$ cat src/rtl/grf_scoreboard.sv
// Issue-stage scoreboard for the 32x32 GRF: tracks in-flight writers and their
// forwarding latency, stalls decode on unready sources, retires entries by tag.
module grf_scoreboard #(
    parameter int TAG_W = 3,
    parameter int LAT_W = 2
) (
    input  logic             clk,
    input  logic             reset,
    input  logic             issue_valid,
    input  logic [4:0]       issue_rs,
    input  logic [4:0]       issue_rt,
    input  logic             issue_use_rs,
    input  logic             issue_use_rt,
    input  logic             issue_wr,
    input  logic [4:0]       issue_rd,
    input  logic [LAT_W-1:0] issue_lat,
    input  logic             wb_valid,
    input  logic [4:0]       wb_addr,
    input  logic [TAG_W-1:0] wb_tag,
    input  logic             flush,
    output logic             stall,
    output logic [TAG_W-1:0] issue_tag,
    output logic [31:0]      busy_mask
);

    logic [31:0]      pend_q, pend_d;
    logic [LAT_W-1:0] timer_q [32];
    logic [LAT_W-1:0] timer_d [32];
    logic [TAG_W-1:0] tag_q   [32];
    logic [TAG_W-1:0] tag_d   [32];
    logic [TAG_W-1:0] tag_ctr_q, tag_ctr_d;

    logic rs_haz, rt_haz, accept, wr_ok, commit_ok;

    // A pending entry whose timer reached zero is served by forwarding.
    assign rs_haz = issue_use_rs && (issue_rs != 5'd0) && pend_q[issue_rs]
                    && (timer_q[issue_rs] != '0);
    assign rt_haz = issue_use_rt && (issue_rt != 5'd0) && pend_q[issue_rt]
                    && (timer_q[issue_rt] != '0);

    assign stall     = issue_valid && !flush && (rs_haz || rt_haz);
    assign accept    = issue_valid && !stall && !flush;
    assign wr_ok     = accept && issue_wr && (issue_rd != 5'd0);
    assign commit_ok = wb_valid && (wb_addr != 5'd0) && pend_q[wb_addr]
                       && (tag_q[wb_addr] == wb_tag);

    assign issue_tag = tag_ctr_q;
    assign busy_mask = pend_q;

    always_comb begin
        pend_d    = pend_q;
        tag_ctr_d = tag_ctr_q;
        for (int r = 0; r < 32; r++) begin
            timer_d[r] = timer_q[r];
            tag_d[r]   = tag_q[r];
        end

        if (flush) begin
            pend_d = '0;
            for (int r = 0; r < 32; r++) begin
                timer_d[r] = '0;
            end
        end else begin
            for (int r = 1; r < 32; r++) begin
                if (pend_q[r] && (timer_q[r] != '0)) begin
                    timer_d[r] = timer_q[r] - LAT_W'(1);
                end
            end
            if (commit_ok) begin
                pend_d[wb_addr]  = 1'b0;
                timer_d[wb_addr] = '0;
            end
            // Applied after commit so a same-register issue overrides the retire.
            if (wr_ok) begin
                pend_d[issue_rd]  = 1'b1;
                timer_d[issue_rd] = issue_lat;
                tag_d[issue_rd]   = tag_ctr_q;
                tag_ctr_d         = tag_ctr_q + TAG_W'(1);
            end
        end

        pend_d[0]  = 1'b0;
        timer_d[0] = '0;
        tag_d[0]   = '0;
    end

    always_ff @(posedge clk or negedge reset) begin
        if (!reset) begin
            pend_q    <= '0;
            tag_ctr_q <= '0;
            for (int r = 0; r < 32; r++) begin
                timer_q[r] <= '0;
                tag_q[r]   <= '0;
            end
        end else begin
            pend_q    <= pend_d;
            tag_ctr_q <= tag_ctr_d;
            for (int r = 0; r < 32; r++) begin
                timer_q[r] <= timer_d[r];
                tag_q[r]   <= tag_d[r];
            end
        end
    end

endmodule

$ cat config.mk
export PLATFORM = sky130hd
export DESIGN_NAME = grf_scoreboard
export DESIGN_NICKNAME = d
export VERILOG_FILES = /design/src/rtl/grf_scoreboard.sv
export SDC_FILE = /design/constraint.sdc
export NUM_CORES = 1
export LEC_CHECK = 0
export CAP_MARGIN = 20
export CORE_ASPECT_RATIO = 2
export CORE_UTILIZATION = 66
export DETAILED_ROUTE_END_ITERATION = 8
export HOLD_SLACK_MARGIN = 0.08
export PLACE_DENSITY = 0.83
export SYNTH_ARGS = -nofsm -noshare
export SYNTH_HDL_FRONTEND = slang
export SYNTH_SLANG_ARGS = --single-unit
$ cat constraint.sdc
create_clock -name clk -period 6.1 [get_ports clk]
set_input_delay 0.61 -clock clk [delete_from_list [all_inputs] [get_ports clk]]
set_output_delay 0.61 -clock clk [all_outputs]
set_load 0.05 [all_outputs]
Word-level counts from Yosys, hierarchy flattened --
Cells that the tools add are included. W data, S select, Z words.
Word-level totals: register bits after elaboration 189, bits in latches 0, RAM bits 0, memory bits (read-only) 0, output and inout port bits 36, word-level logic and storage cells 307, memories kept 0
Operators by class: $add $sub $neg 32, multiply operators 0, divide/modulo/power cells 0, magnitude comparators 12, equal/unequal tests 1, shifts and indexed selects 0, mux-type cells 97, bitwise operators 10, reductions and logical operators 91
Operators with widths (count):
- $mux W2 | 68
- $mux W32 | 4
- $mux W64 | 2
- $mux W62 | 2
- $bwmux W96 | 1
- $reduce_bool A2 Y1 | 33
- $and A62 B64 Y64 | 1
- $bwmux W64 | 1
- $not A64 Y64 | 1
- $sub A2 B1 Y2 const B | 31
- $logic_and A1 B1 Y1 | 50
- $and A32 B32 Y32 | 1
- $not A32 Y32 | 1
- $or A32 B32 Y32 | 1
- $ge A6 B6 Y1 const B | 4
- $lt A5 B6 Y1 const B | 4
- $not A5 Y6 | 4
- $bmux W2 S5 | 2
- $demux W2 S5 | 2
- $reduce_bool A5 Y1 | 4
- $bmux W1 S5 | 3
- $bmux W3 S5 | 1
- $demux W3 S5 | 1
- $lt A6 B1 Y1 const B | 2
- other kinds (10) | 19

Longest topological paths before layout --
Gate-level depths: netlist (run 1).
depth in word-level cells 15, gate-level depth with buffers 15

Worst setup path after synthesis (run 1) --
OpenSTA, ideal clock, no wires.
path kind input-to-output, from input issue_rt[1], to output stall, arrival time 3957 ps, slack 1533 ps, stages on the path 11, cells stage by stage buf_6 -> mux4_2 -> a2111oi_1 -> o32ai_1 -> a2111o_1 -> buf_6 -> o21a_4 -> buf_6 -> buf_6 -> clkbuf_1 -> nor3b_1
Between the ends: longest elaborated chain between the ends 8, elaborated cells between the ends (all ways) 13, those cells by class 5 x mux; 1 x bitwise; 7 x reduce/logical
Ends and longest elaborated chain:
- start: declaration | line 11 | input logic [4:0] issue_rt,
- $not A5 Y6 (implied by the code) | line 39 | && (timer_q[issue_rt] != '0);
- $bmux W2 S5 | line 39
- $mux W2 (implied by the code) (2 in a row) | line 39
- $reduce_bool A2 Y1 | line 39
- $logic_and A1 B1 Y1 * | line 39
- $logic_or A1 B1 Y1 * | line 41 | assign stall = issue_valid && !flush && (rs_haz || rt_haz);
- $logic_and A1 B1 Y1 * | line 41
- end: declaration | line 21 | output logic stall,
Every way passes the cells marked *; elsewhere a longest branch is shown, timed or not. The select of a mux whose other input is x is not followed.

Final worst setup path (run 1) --
Ends and elaborated chain as after synthesis.

==> results of run 1 <==
-- through the flow --
step / utilization / total power [mW]
floorplan: - / 1.74
global placement: 0.712 / 1.92
detailed placement: 0.712 / 1.94
CTS: 0.745 / 3.06
global route: 0.745 / 3.15
finish: 0.745 / 3.07
-- cells in the final DEF, fill, tap and decap left out, types with 30 or more instances in the layout --
cell | netlist | final
a21oi_1 | 37 | 37
clkdlybuf4s50_1 | 0 | 63
dfrtp_1 | 189 | 189
ha_1 | 32 | 32
inv_1 | 70 | 70
mux2_2 | 106 | 106
mux2i_1 | 89 | 89
nand2_1 | 59 | 59
nand2b_1 | 34 | 34
nor2_1 | 69 | 69
o211ai_1 | 33 | 33
o21ai_0 | 38 | 38
o22ai_1 | 30 | 30
xnor2_1 | 33 | 33
-- area by class of cell --
class	instances	area, µm²
multi-input cells	814	6630
well taps	213	267
clock inverters	12	146
fillers	1270	4540
clock buffers	20	447
repair buffers	80	762
inverters	72	270
flip-flops and latches	189	4730
-- state kept, by name (all words and copies together), names as in the netlist --
| name | flops |
|---|---|
| issue_tag | 3 |
| busy_mask | 31 |
| tag_q | 93 |
| timer_q | 62 |
-- power groups by stage --
| stage | combinational (mW) | clock, mW | sequential (mW) |
|---|---|---|---|
| floorplan | 0.300 | 0 | 1.44 |
| CTS | 0.537 | 1.14 | 1.38 |
| global route | 0.570 | 1.19 | 1.39 |
| detailed placement | 0.534 | 0 | 1.40 |
| global placement | 0.524 | 0 | 1.40 |
| finish | 0.541 | 1.14 | 1.38 |
-- metal layers --
metal | GRT usage | part of all wire
met1 | 0.431 | 0.32
met4 | 0.359 | 0.097
met5 | 0 | 0
met2 | 0.684 | 0.50
met3 | 0.0735 | 0.077
-- final timing paths --
check / from / cells after the start / end / slack, ps
min in group clk: tag_q[5] / 1 / tag_q[5] / 510
worst min register to register: tag_q[5] / 1 / tag_q[5] / 510
max in group asynchronous: reset / 2 / tag_q[26] / 4740
worst max-delay path: issue_rt[1] / 10 / stall / 1020
worst min-delay path: reset / 1 / busy_mask[8] / 180
worst max register to register: timer_q[0] / 8 / tag_q[32] / 2250
-- critical path: cells and delay by family --
family                 cells  cell delay (ps)
buffers and inverters      3             1190
AND/OR/NAND/NOR            2              490
AO/OA/AOI/OAI              5             2160
-- cells by family after synthesis --
logic type | share of synthesized area
AOI/OAI and AO/OA | 0.142
xor gates and xnor gates | 0.0240
adders and majority gates | 0.0332
buffers and inverters | 0.0568
DFF | 0.393
muxes | 0.211
other | 0.000311
and+or+nand+nor | 0.140
-- synthesized netlist by cell type (7+ instances only) --
cell / n
a31oi_1: 7
buf_2: 22
mux2i_1: 89
nor2_1: 69
buf_6: 8
clkbuf_1: 40
mux4_2: 20
nand4b_1: 7
o22ai_1: 30
o211ai_1: 33
nand3_1: 14
mux2_2: 106
nand3_2: 9
o21ai_0: 38
dfrtp_1: 189
nand2b_1: 34
xnor2_1: 33
o32ai_1: 13
nand4_1: 12
o41ai_1: 10
inv_1: 70
and3_1: 9
nor3b_1: 10
nor3_1: 22
nand2_1: 59
ha_1: 32
a211oi_1: 13
a21oi_1: 37
==> results.py, run 1 <==
metrics = {
    "sta": {
        "post-route-period-util": 0.833,
        "timing.final.ws_setup_ps": 1020,
        "hold_ws_ps": 175,
        "hold_violations": 0,
        "worst_pin_slew_ps": 1140,
        "skew_ps": 11.0,
        "finalSetupViolations": 0,
        "clock.fmax_ghz": 0.197,
        "grt_setup_unrepaired": "false",
        "period_minus_slack_ps": 5080,
        "final_max_slew_viol_count": 0,
        "slew_headroom": 0.242,
        "final.setup.tns_ps": 0,
    },
    "synth": {
        "synthTopCellsByArea": "dfrtp_1 (39%), mux2_2 (9.9%), mux2i_1 (7.4%), mux4_2 (3.7%), ha_1 (3.3%)",
        "synth_top_area_cell": "dfrtp_1",
        "ys_ff_latch": 189,
        "ys_warn_count": 0,
        "syn_area_um2": 12000,
        "syn_nets": 1221,
        "ys_types": 79,
        "synth-main-ff-cell": "dfrtp_1",
        "synth.avg_cell_area_um2": 10.4,
        "yosysSeqAreaShare": 0.393,
        "synth_top_area_share": 0.393,
        "synth_enable_flop_cells": 0,
        "synthCells": 1156,
        "synthArstFlopShare": 1.00,
    },
    "place": {
        "pre_cts_ws_ps": 1050,
        "post-dp-hpwl_um": 26400,
        "dpl.cell_count": 1368,
        "place_area_um2": 12700,
        "port_buffers": 67,
        "gp_congestion": 1.05,
    },
    "floorplanning": {
        "ios": 69,
        "die_h_um": 193,
        "die_w_um": 97.5,
        "core_um2": 17800,
        "die_area_um2": 18800,
        "rows": 69,
        "start_util": 0.677,
    },
    "clock_tree": {
        "clk_latency_ps": 440,
        "cts_resized": 0,
        "htree_levels": 4,
        "path_clk_slew_ps": 70,
        "tritoncts": "done",
        "cts_buffer_depth": 2,
        "ctsHoldBuffers": 0,
        "clockRootBuffer": "clkbuf_16",
        "tritoncts.num_buffers": 17,
        "post_cts_buffers": 0,
        "clock_sinks": 189,
    },
    "routing": {
        "wirelength_um": 37100,
        "drt-pass1-iter-count": 6,
        "drc": 0,
        "via_per_inst": 7.12,
        "initialDrtViolationCount": 1030,
        "antenna_left": 0,
        "dr_total_vias": 9971,
        "wire_per_inst_um": 26.5,
    },
    "setup_path": {
        "worstSetupStartpointType": "input port",
        "slowest_delay_ps": 850,
        "endpoint_kind": "output pin",
        "cpMostUsedCell": "buf_4",
        "critPathRequiredTime_ps": 5490,
        "crit_arrival_ps": 4470,
        "crit_path_max_fanout": 49,
        "path_cells": "clkdlybuf4s50_1 -> buf_4 -> nor3_1 -> o211a_1 -> a2111oi_1 -> o32ai_1 -> a2111o_1 -> o21a_4 -> nor3b_1 -> buf_4",
        "worstSetupPathType": "in -> out",
        "crit_slowest_cell": "a2111oi_1",
    },
    "global_route": {
        "grt_max_degree": 80,
        "grt-ovfl-total": 0,
        "first_global_vias": 9994,
        "grt_use_total": 0.404,
        "grt_pass1_wl_um": 56500,
        "antenna_found_initial": 0,
    },
    "run_status": {
        "status": "complete, no violations",
    },
    "layout": {
        "final_nets": 1239,
        "layoutNonFillerInstCount": 1400,
        "n_antenna_cell": 0,
        "area_growth_pct": 10.0,
        "drive_gt1_frac": 0.184,
        "final_area_um2": 13200,
    },
    "min_path": {
        "hp-class": "in -> async",
    },
    "power": {
        "p_int_mw": 2.15,
        "power_frac_comb": 0.177,
        "clockPowerShare": 0.372,
        "power_frac_seq": 0.452,
        "swShare": 0.300,
        "pwr_density_cell_nw_per_um2": 231,
        "p_leak_nw": 5.81,
        "switchingPower_mw": 0.920,
        "ir_drop_mv": 0.233,
    },
    "flow_run": {
        "maxCapViolations": 0,
    },
}
Note: power is estimated with default switching activity, not from simulation.
==> run 2: changes to the inputs <==
--- a/config.mk
+++ b/config.mk
@@ -7,10 +7,10 @@
 export LEC_CHECK = 0
 export CAP_MARGIN = 20
 export CORE_ASPECT_RATIO = 2
-export CORE_UTILIZATION = 66
+export CORE_UTILIZATION = 55
 export DETAILED_ROUTE_END_ITERATION = 8
 export HOLD_SLACK_MARGIN = 0.08
-export PLACE_DENSITY = 0.83
+export PLACE_DENSITY = 0.73
 export SYNTH_ARGS = -nofsm -noshare
 export SYNTH_HDL_FRONTEND = slang
 export SYNTH_SLANG_ARGS = --single-unit
==> constraint.sdc (replaced) <==
create_clock -name clk -period 4.1 [get_ports clk]
set_input_delay 0.41 -clock clk [delete_from_list [all_inputs] [get_ports clk]]
set_output_delay 0.41 -clock clk [all_outputs]
set_load 0.05 [all_outputs]
==> results.py, run 2 (synthesis results as in run 1) <==
metrics = {
    "power": {
        "ir_drop_mv": 0.359,
        "p_leak_nw": 6.00,
        "pwr_density_cell_nw_per_um2": 333,
    },
    "setup_path": {
        "slowest_delay_ps": 540,
        "crit_arrival_ps": 3390,
        "path_cells": "clkdlybuf4s50_1 -> mux4_2 -> a2111oi_1 -> o32ai_1 -> a2111o_1 -> o21a_4 -> nor3b_2 -> buf_12",
        "crit_path_end": "stall",
        "critPathRequiredTime_ps": 3690,
        "ff2ff_path_depth": 9,
        "reg2reg_from": "timer_q[0]",
        "crit_path_max_fanout": 39,
        "rrSetupSlack_ps": 740,
        "worstSetupPathType": "in -> out",
        "endpoint_kind": "output pin",
        "rr_endpoint": "timer_q[50]",
        "crit_buf_inv": 2,
        "critPathLaunch": "issue_rt[1]",
        "path_delay_family": "compound AO/OA/AOI/OAI gates",
        "worstSetupStartpointType": "input port",
        "cp.depth": 8,
        "crit_slowest_cell": "clkdlybuf4s50_1",
    },
    "layout": {
        "largest_reg_flops": 93,
        "area_growth_pct": 13.6,
        "layout_commonest_cell": "dfrtp_1",
        "final_nets": 1277,
        "drive_gt1_frac": 0.211,
        "mostFrequentLayoutCells": "dfrtp_1 (189), mux2_2 (106), mux2i_1 (89)",
        "fillers": 1802,
        "n_antenna_cell": 0,
        "top_register": "tag_q",
    },
    "sta": {
        "post-route-period-util": 0.926,
        "final_max_slew_viol_count": 0,
        "hold_violations": 0,
        "timing.final.ws_setup_ps": 301,
        "grt_setup_unrepaired": "false",
        "clock.fmax_ghz": 0.263,
        "finalSetupViolations": 0,
        "slew_headroom": 0.335,
        "worst_pin_slew_ps": 993,
        "period_minus_slack_ps": 3800,
        "final.setup.tns_ps": 0,
        "skew_ps": 10.8,
    },
    "floorplanning": {
        "die_h_um": 211,
        "ios": 69,
        "core_um2": 21500,
        "rows": 76,
        "start_util": 0.560,
        "die_area_um2": 22500,
        "die_w_um": 107,
    },
    "routing": {
        "drc": 0,
        "dr_total_vias": 9911,
        "via_per_inst": 6.62,
        "dr_wl_met2_um": 18900,
        "drt-pass1-iter-count": 8,
        "wire_per_inst_um": 25.1,
        "met1_length_um": 12900,
        "highest_layer": "met4",
        "met3WireLength_um": 1880,
        "initialDrtViolationCount": 767,
        "antenna_left": 0,
        "wirelength_um": 37600,
    },
    "clock_tree": {
        "tritoncts": "done",
        "htree_levels": 4,
        "post_cts_buffers": 0,
        "ctsHoldBuffers": 0,
        "path_clk_slew_ps": 80,
        "cts_buffer_depth": 2,
        "clk_latency_ps": 450,
        "clockRootBuffer": "clkbuf_16",
        "cts_resized": 0,
        "tritoncts.num_buffers": 17,
        "clock_sinks": 189,
    },
    "flow_run": {
        "maxCapViolations": 0,
    },
    "place": {
        "pre_cts_ws_ps": 190,
        "gp_congestion": 1.01,
        "post-dp-hpwl_um": 27800,
        "port_buffers": 67,
    },
    "min_path": {
        "hp-class": "in -> async",
    },
    "global_route": {
        "grt-ovfl-total": 0,
        "antenna_found_initial": 0,
        "grt_use_total": 0.347,
        "first_global_vias": 10117,
        "grt_max_degree": 115,
        "grt_pass1_wl_um": 57300,
    },
    "run_status": {
        "status": "complete, no violations",
    },
}
## run 2: cell types whose count changed in the layout (fill, tap and decap cells not counted)
cell	delta
nor3b_1	-1
buf_4	+33
inv_8	-1
inv_6	-1
nor3b_2	+1
buf_12	+5
clkbuf_1	-2
clkinv_8	+2
bufinv_16	-1
clkinvlp_4	+2
clkinv_4	+1
## run 2: stage by stage
step	hold WS [ps]	power (mW)	area, µm²	std cells	util
2_1_floorplan	114	2.58	12000	1156	-
6_report	46.9	4.56	13700	1498	0.636
4_1_cts	103	4.57	13700	1498	0.636
5_1_grt	129	4.70	13700	1498	0.636
3_3_place_gp	486	2.89	13100	1466	0.609
3_5_place_dp	492	2.91	13100	1466	0.609
## run 2: how the worst min path moves through the flow
| stage | end | slack [ps] | cells after the start |
|---|---|---|---|
| 4_1_cts | busy_mask[22] | 100 | 1 |
| 2_1_floorplan | busy_mask[10] | 110 | 0 |
| 6_report | busy_mask[22] | 50 | 1 |
| 5_1_grt | busy_mask[22] | 130 | 1 |
| 3_3_place_gp | tag_q[70] | 490 | 1 |
| 3_5_place_dp | tag_q[77] | 490 | 1 |
## run 2: worst register-to-register path: stages (launching register included)
cell	delay, ps
dfrtp_1	380
nor2_1	110
mux4_2	480
a2111oi_1	530
o32ai_1	160
a2111o_1	460
buf_4	200
o2111ai_1	320
o21ai_0	280
o32ai_1	340
## run 2: power breakdown
part           switching [mW]  internal, mW  leakage (nW)
Clock                   0.796         0.876         0.284
Sequential             0.0652          1.98          2.61
Combinational           0.545         0.292          3.10
Total                    1.41          3.15          6.00
## run 2: metal layers
metal  vias up  GRT usage
met5         -          0
li1       4375          -
met2       468      0.588
met3       189     0.0589
met4         0      0.325
met1      4879      0.356
## run 2: layout make-up
class	count	area, µm²	share of cell area
clock inverters	14	153	0.0112
inverters	72	270	0.0198
repair buffers	118	1110	0.0812
clock buffers	18	439	0.0321
flip-flops and latches	189	4730	0.346
multi-input cells	814	6630	0.485
well taps	273	342	0.0250
==> run 3: changes to the inputs <==
--- a/config.mk
+++ b/config.mk
@@ -5,12 +5,12 @@
 export SDC_FILE = /design/constraint.sdc
 export NUM_CORES = 1
 export LEC_CHECK = 0
-export CAP_MARGIN = 20
+export CAP_MARGIN = 0
 export CORE_ASPECT_RATIO = 2
-export CORE_UTILIZATION = 55
+export CORE_UTILIZATION = 66
 export DETAILED_ROUTE_END_ITERATION = 8
 export HOLD_SLACK_MARGIN = 0.08
-export PLACE_DENSITY = 0.73
+export PLACE_DENSITY = 0.83
 export SYNTH_ARGS = -nofsm -noshare
 export SYNTH_HDL_FRONTEND = slang
 export SYNTH_SLANG_ARGS = --single-unit
==> constraint.sdc (replaced) <==
create_clock -name clk -period 4.85 [get_ports clk]
set_input_delay 0.485 -clock clk [delete_from_list [all_inputs] [get_ports clk]]
set_output_delay 0.485 -clock clk [all_outputs]
set_load 0.05 [all_outputs]
==> results.py, run 3 (synthesis results as in run 1) <==
metrics = {
    "sta": {
        "slew_headroom": 0.254,
        "skew_ps": 10.0,
        "finalSetupViolations": 0,
        "timing.final.ws_setup_ps": 489,
        "final_max_slew_viol_count": 0,
        "grt_setup_unrepaired": "false",
        "period_minus_slack_ps": 4360,
        "final.setup.tns_ps": 0,
        "hold_violations": 0,
        "clock.fmax_ghz": 0.229,
        "post-route-period-util": 0.899,
        "worst_pin_slew_ps": 1110,
    },
    "floorplanning": {
        "die_w_um": 97.5,
        "die_h_um": 193,
        "start_util": 0.677,
        "core_um2": 17800,
        "rows": 69,
        "die_area_um2": 18800,
        "ios": 69,
    },
    "power": {
        "ir_drop_mv": 0.344,
        "power_frac_comb": 0.178,
        "switchingPower_mw": 1.14,
        "p_int_mw": 2.76,
        "p_leak_nw": 5.90,
        "power_frac_seq": 0.446,
        "clockPowerShare": 0.376,
        "pwr_density_cell_nw_per_um2": 290,
        "swShare": 0.292,
    },
    "clock_tree": {
        "htree_levels": 4,
        "clk_latency_ps": 440,
        "post_cts_buffers": 0,
        "ctsHoldBuffers": 0,
        "tritoncts.num_buffers": 17,
        "cts_resized": 0,
        "clockRootBuffer": "clkbuf_16",
        "clock_sinks": 189,
        "tritoncts": "done",
        "path_clk_slew_ps": 70,
        "cts_buffer_depth": 2,
    },
    "setup_path": {
        "crit_arrival_ps": 3880,
        "worstSetupPathType": "in -> out",
        "endpoint_kind": "output pin",
        "reg2reg_from": "tag_q[48]",
        "rr_endpoint": "timer_q[19]",
        "worstSetupStartpointType": "input port",
        "rrSetupSlack_ps": 1170,
        "critPathRequiredTime_ps": 4370,
        "ff2ff_path_depth": 8,
        "crit_path_max_fanout": 16,
    },
    "routing": {
        "wire_per_inst_um": 27.1,
        "dr_total_vias": 10242,
        "initialDrtViolationCount": 970,
        "drt-pass1-iter-count": 6,
        "wirelength_um": 38500,
        "antenna_left": 0,
        "drc": 0,
        "via_per_inst": 7.21,
    },
    "global_route": {
        "grt_use_met1": 0.445,
        "antenna_found_initial": 0,
        "grt_pass1_wl_um": 58700,
        "met2_usage": 0.705,
        "grt_max_degree": 120,
        "first_global_vias": 10269,
        "met3_usage": 0.0872,
        "grt-ovfl-total": 0,
        "grt_use_total": 0.420,
        "busiest_layer": "met2",
    },
    "flow_run": {
        "maxCapViolations": 0,
    },
    "run_status": {
        "status": "complete, no violations",
    },
    "min_path": {
        "hp-class": "in -> async",
    },
    "layout": {
        "final_core_util": 0.755,
        "mostFrequentLayoutCells": "dfrtp_1 (189), mux2_2 (106), mux2i_1 (89)",
        "final_area_um2": 13400,
        "area_growth_pct": 11.6,
        "top_register": "tag_q",
        "layoutNonFillerInstCount": 1421,
        "largest_reg_flops": 93,
        "final_nets": 1259,
        "layout_commonest_cell": "dfrtp_1",
        "drive_gt1_frac": 0.197,
    },
    "place": {
        "post-dp-hpwl_um": 27600,
        "port_buffers": 67,
        "pre_cts_ws_ps": 305,
        "dpl.cell_count": 1388,
        "gp_congestion": 1.04,
        "place_area_um2": 12800,
    },
}
run 3: changes by cell type in the layout (fill, tap and decap cells not counted), moves of 2 or more:
cell / change
clkbuf_1: +2
inv_6: -2
bufinv_16: +2
buf_4: -14
buf_12: -4
clkinv_8: -2
run 3: worst max path at each step:
| stage | depth (start not counted) | slack [ps] | endpoint | from |
|---|---|---|---|---|
| floorplan | 11 | 530 | stall | issue_rt[1] |
| detailed placement | 9 | 310 | timer_q[19] | wb_addr[1] |
| CTS | 9 | 550 | stall | issue_rs[0] |
| global route | 9 | 360 | stall | issue_rs[0] |
| finish | 9 | 490 | stall | issue_rs[0] |
| global placement | 9 | 380 | timer_q[43] | wb_addr[1] |
run 3: final cells by class:
class                           instances  area, µm²
Clock inverter                         11        154
Sequential cell                       189       4730
Fill cell                            1259       4350
Timing Repair Buffer                  100        925
Antenna cell                            1       2.50
Clock buffer                           21        460
Tap cell                              213        267
Multi-Input combinational cell        814       6630
Inverter                               72        270
run 3: power by group through the flow:
stage | Combinational [mW] | Sequential [mW] | Clock, mW
final | 0.695 | 1.74 | 1.47
after global routing | 0.734 | 1.75 | 1.53
after CTS | 0.686 | 1.74 | 1.48
after detailed placement | 0.681 | 1.76 | 0
after global placement | 0.671 | 1.76 | 0
after floorplan | 0.377 | 1.81 | 0
run 3: critical path, stage by stage:
cell             delay [ps]
clkdlybuf4s50_1         770
inv_2                   380
mux4_2                  540
nand2_1                  80
a21oi_1                  80
o32a_1                  470
o21a_4                  350
nor3b_1                 500
buf_12                  210
run 3: through the flow:
| step | hold slack (ps) | total power, mW |
|---|---|---|
| after floorplan | 189 | 2.18 |
| after global placement | 486 | 2.43 |
| after detailed placement | 492 | 2.44 |
| after CTS | 235 | 3.90 |
| after global routing | 271 | 4.01 |
| final | 196 | 3.90 |
run 3: routing by layer:
layer	share of wire	wire length, µm
met3	0.080	3090
met4	0.10	3920
met5	0	0
met2	0.49	18900
met1	0.33	12600
==> RTL edit, RTL diff (flow settings as in run 2) <==
Make the reset (`reset`) synchronous in one clocked block.
--- a/src/rtl/grf_scoreboard.sv
+++ b/src/rtl/grf_scoreboard.sv
@@ -85,5 +85,5 @@
     end
 
-    always_ff @(posedge clk or negedge reset) begin
+    always_ff @(posedge clk) begin
         if (!reset) begin
             pend_q    <= '0;
Function: changed (a bounded check fails within 4 cycles, from zero or initial values and one cycle with reset low; the reset may be asserted at any time).
==> RTL edit against run 2 <==
Sequential cell count did not move. Critical path depth rose by 2. Area after synthesis fell by 5.8%. Routed wire length rose by 2.0%. Sequential share of layout area fell by 5.6 points. Worst setup slack improved by 0.098 ns. Worst hold slack improved by 0.42 ns. Final area fell by 4.7%. Largest cell class unchanged.
Power is not compared: it rests on default switching activity, and its combinational part moved more than twofold at a synthesized area within 25%.
==> RTL edit: results (changes against run 2) <==
Fillers - 1772 (-1.7%)
DPL Wire Length - 28600 um (+3.0%)
Data buffer area share - 9.10% (+0.98 points)
launch point of the worst path - issue_rs[2]
Non-clock buffers - 132 (+12%)
clock network area share - 4.76% (+0.43 points)
CTS Buffer Depth - 2 (unchanged)
First-pass DRT Iterations - 7 (-1)
Via density - 6.39 (-3.4%)
R2R depth - 8 (-1)
post-synthesis sequential area ratio - 33.4% (-5.9 points)
count of clock buffers in the final design - 19 (+1)
comb_multi_in - 947 (+16%)
worst flop-to-flop path endpoint - busy_mask[16]
fin cells - 1639 (+9.4%)
gpl congestion - 1.01 (-0.13%)
area of the multi-input gates - 6840 sq um (+3.1%)
maximum vdd drop - 0.366 mV
Worst Clk Skew - 0.0101 ns (-0.000727 ns)
setup violators final - 0 (unchanged)
Mean Syn Cell Area - 8.69 sq um (-17%)
Total Routing Usage GR - 37.0% (+2.3 points)
Synth cell types - 72 (-8.9%)
Non-clk invs - 73 (+1.4%)
wire per inst - 23.4 um (-6.8%)
share of post-route cells with drive strength above 1 - 10.6% (-11 points)
CP Max Fanout - 40 (+2.6%)
outcome - completed
Biggest register - tag_q
Largest register FFs - 93 (unchanged)
Async SR Flop Fraction - 0% (-100 points)
register-to-register setup slack - 0.87 ns (+0.13 ns)
top cells by area, synth - dfxtp_1, mux2i_1, nor2b_1, mux4_2, ha_1
Worst Path Arrival - 3.29 ns (-0.10 ns)
clock-pin slew on the worst setup and hold paths - 0.06 ns (-0.02 ns)
slew margin rel. - 24.5% (-9.1 points)
drt first-iter violations - 845 (+10%)
crit-path max cell delay - 0.76 ns (+0.22 ns)
Commonest cells post-synth - dfxtp_1, mux2i_1, nand2_1
Worst R2R Start - tag_q[27][1]
net count after synthesis - 1370 (+12%)
first-pass GRT wire length - 58700 um (+2.6%)
largest net degree at the start of global routing - 99 (-14%)
HP Class - flop to flop
sequential share of cell area - 29.0% (-5.6 points)
-- RTL edit: cells by family after synthesis --
family,share of synthesized area [%]
AO/OA/AOI/OAI,17.2
XOR/XNOR,2.55
adder cells (fa/ha/maj),3.53
buffers and inverters,6.33
flip-flops,33.4
multiplexers,15.5
other,0.0331
AND/OR/NAND/NOR,21.5
-- RTL edit: how the worst max path moves through the flow --
stage | endpoint
after CTS | stall
after global placement | timer_q[4][0]
after floorplan | stall
after detailed placement | timer_q[4][1]
after global routing | stall
final | stall
-- RTL edit: critical path: cells and delay by family --
family	cells	cell delay (ns)
compound gates	4	0.95
buf+inv	3	1.15
simple gates	3	0.77
-- RTL edit: per-layer routing --
metal  vias up  share of wire [%]  track usage [%]
met3       157                5.7             6.20
met5         -                  0                0
li1       4857                  -                -
met2       494                 50             65.5
met1      4964                 35             38.4
met4         0                8.5             29.6
-- RTL edit: through the flow --
stage / total power, mW / instance area (sq um) / utilization (%) / worst slack [ns] / hold slack [ns]
floorplan: 2.09 / 11300 / - / 0.393 / 0.440
global placement: 2.20 / 12400 / 61.2 / 0.238 / 0.450
detailed placement: 2.20 / 12400 / 61.2 / 0.235 / 0.458
CTS: 3.95 / 13000 / 64.3 / 0.441 / 0.467
global route: 4.04 / 13000 / 64.3 / 0.275 / 0.496
finish: 3.94 / 13000 / 64.3 / 0.400 / 0.471
-- RTL edit: power by group through the flow --
stage	Clock (mW)	Sequential (mW)	Combinational [mW]
3_3_place_gp	0	1.88	0.323
6_report	1.77	1.84	0.331
4_1_cts	1.78	1.84	0.324
5_1_grt	1.86	1.84	0.347
3_5_place_dp	0	1.88	0.323
2_1_floorplan	0	1.88	0.204
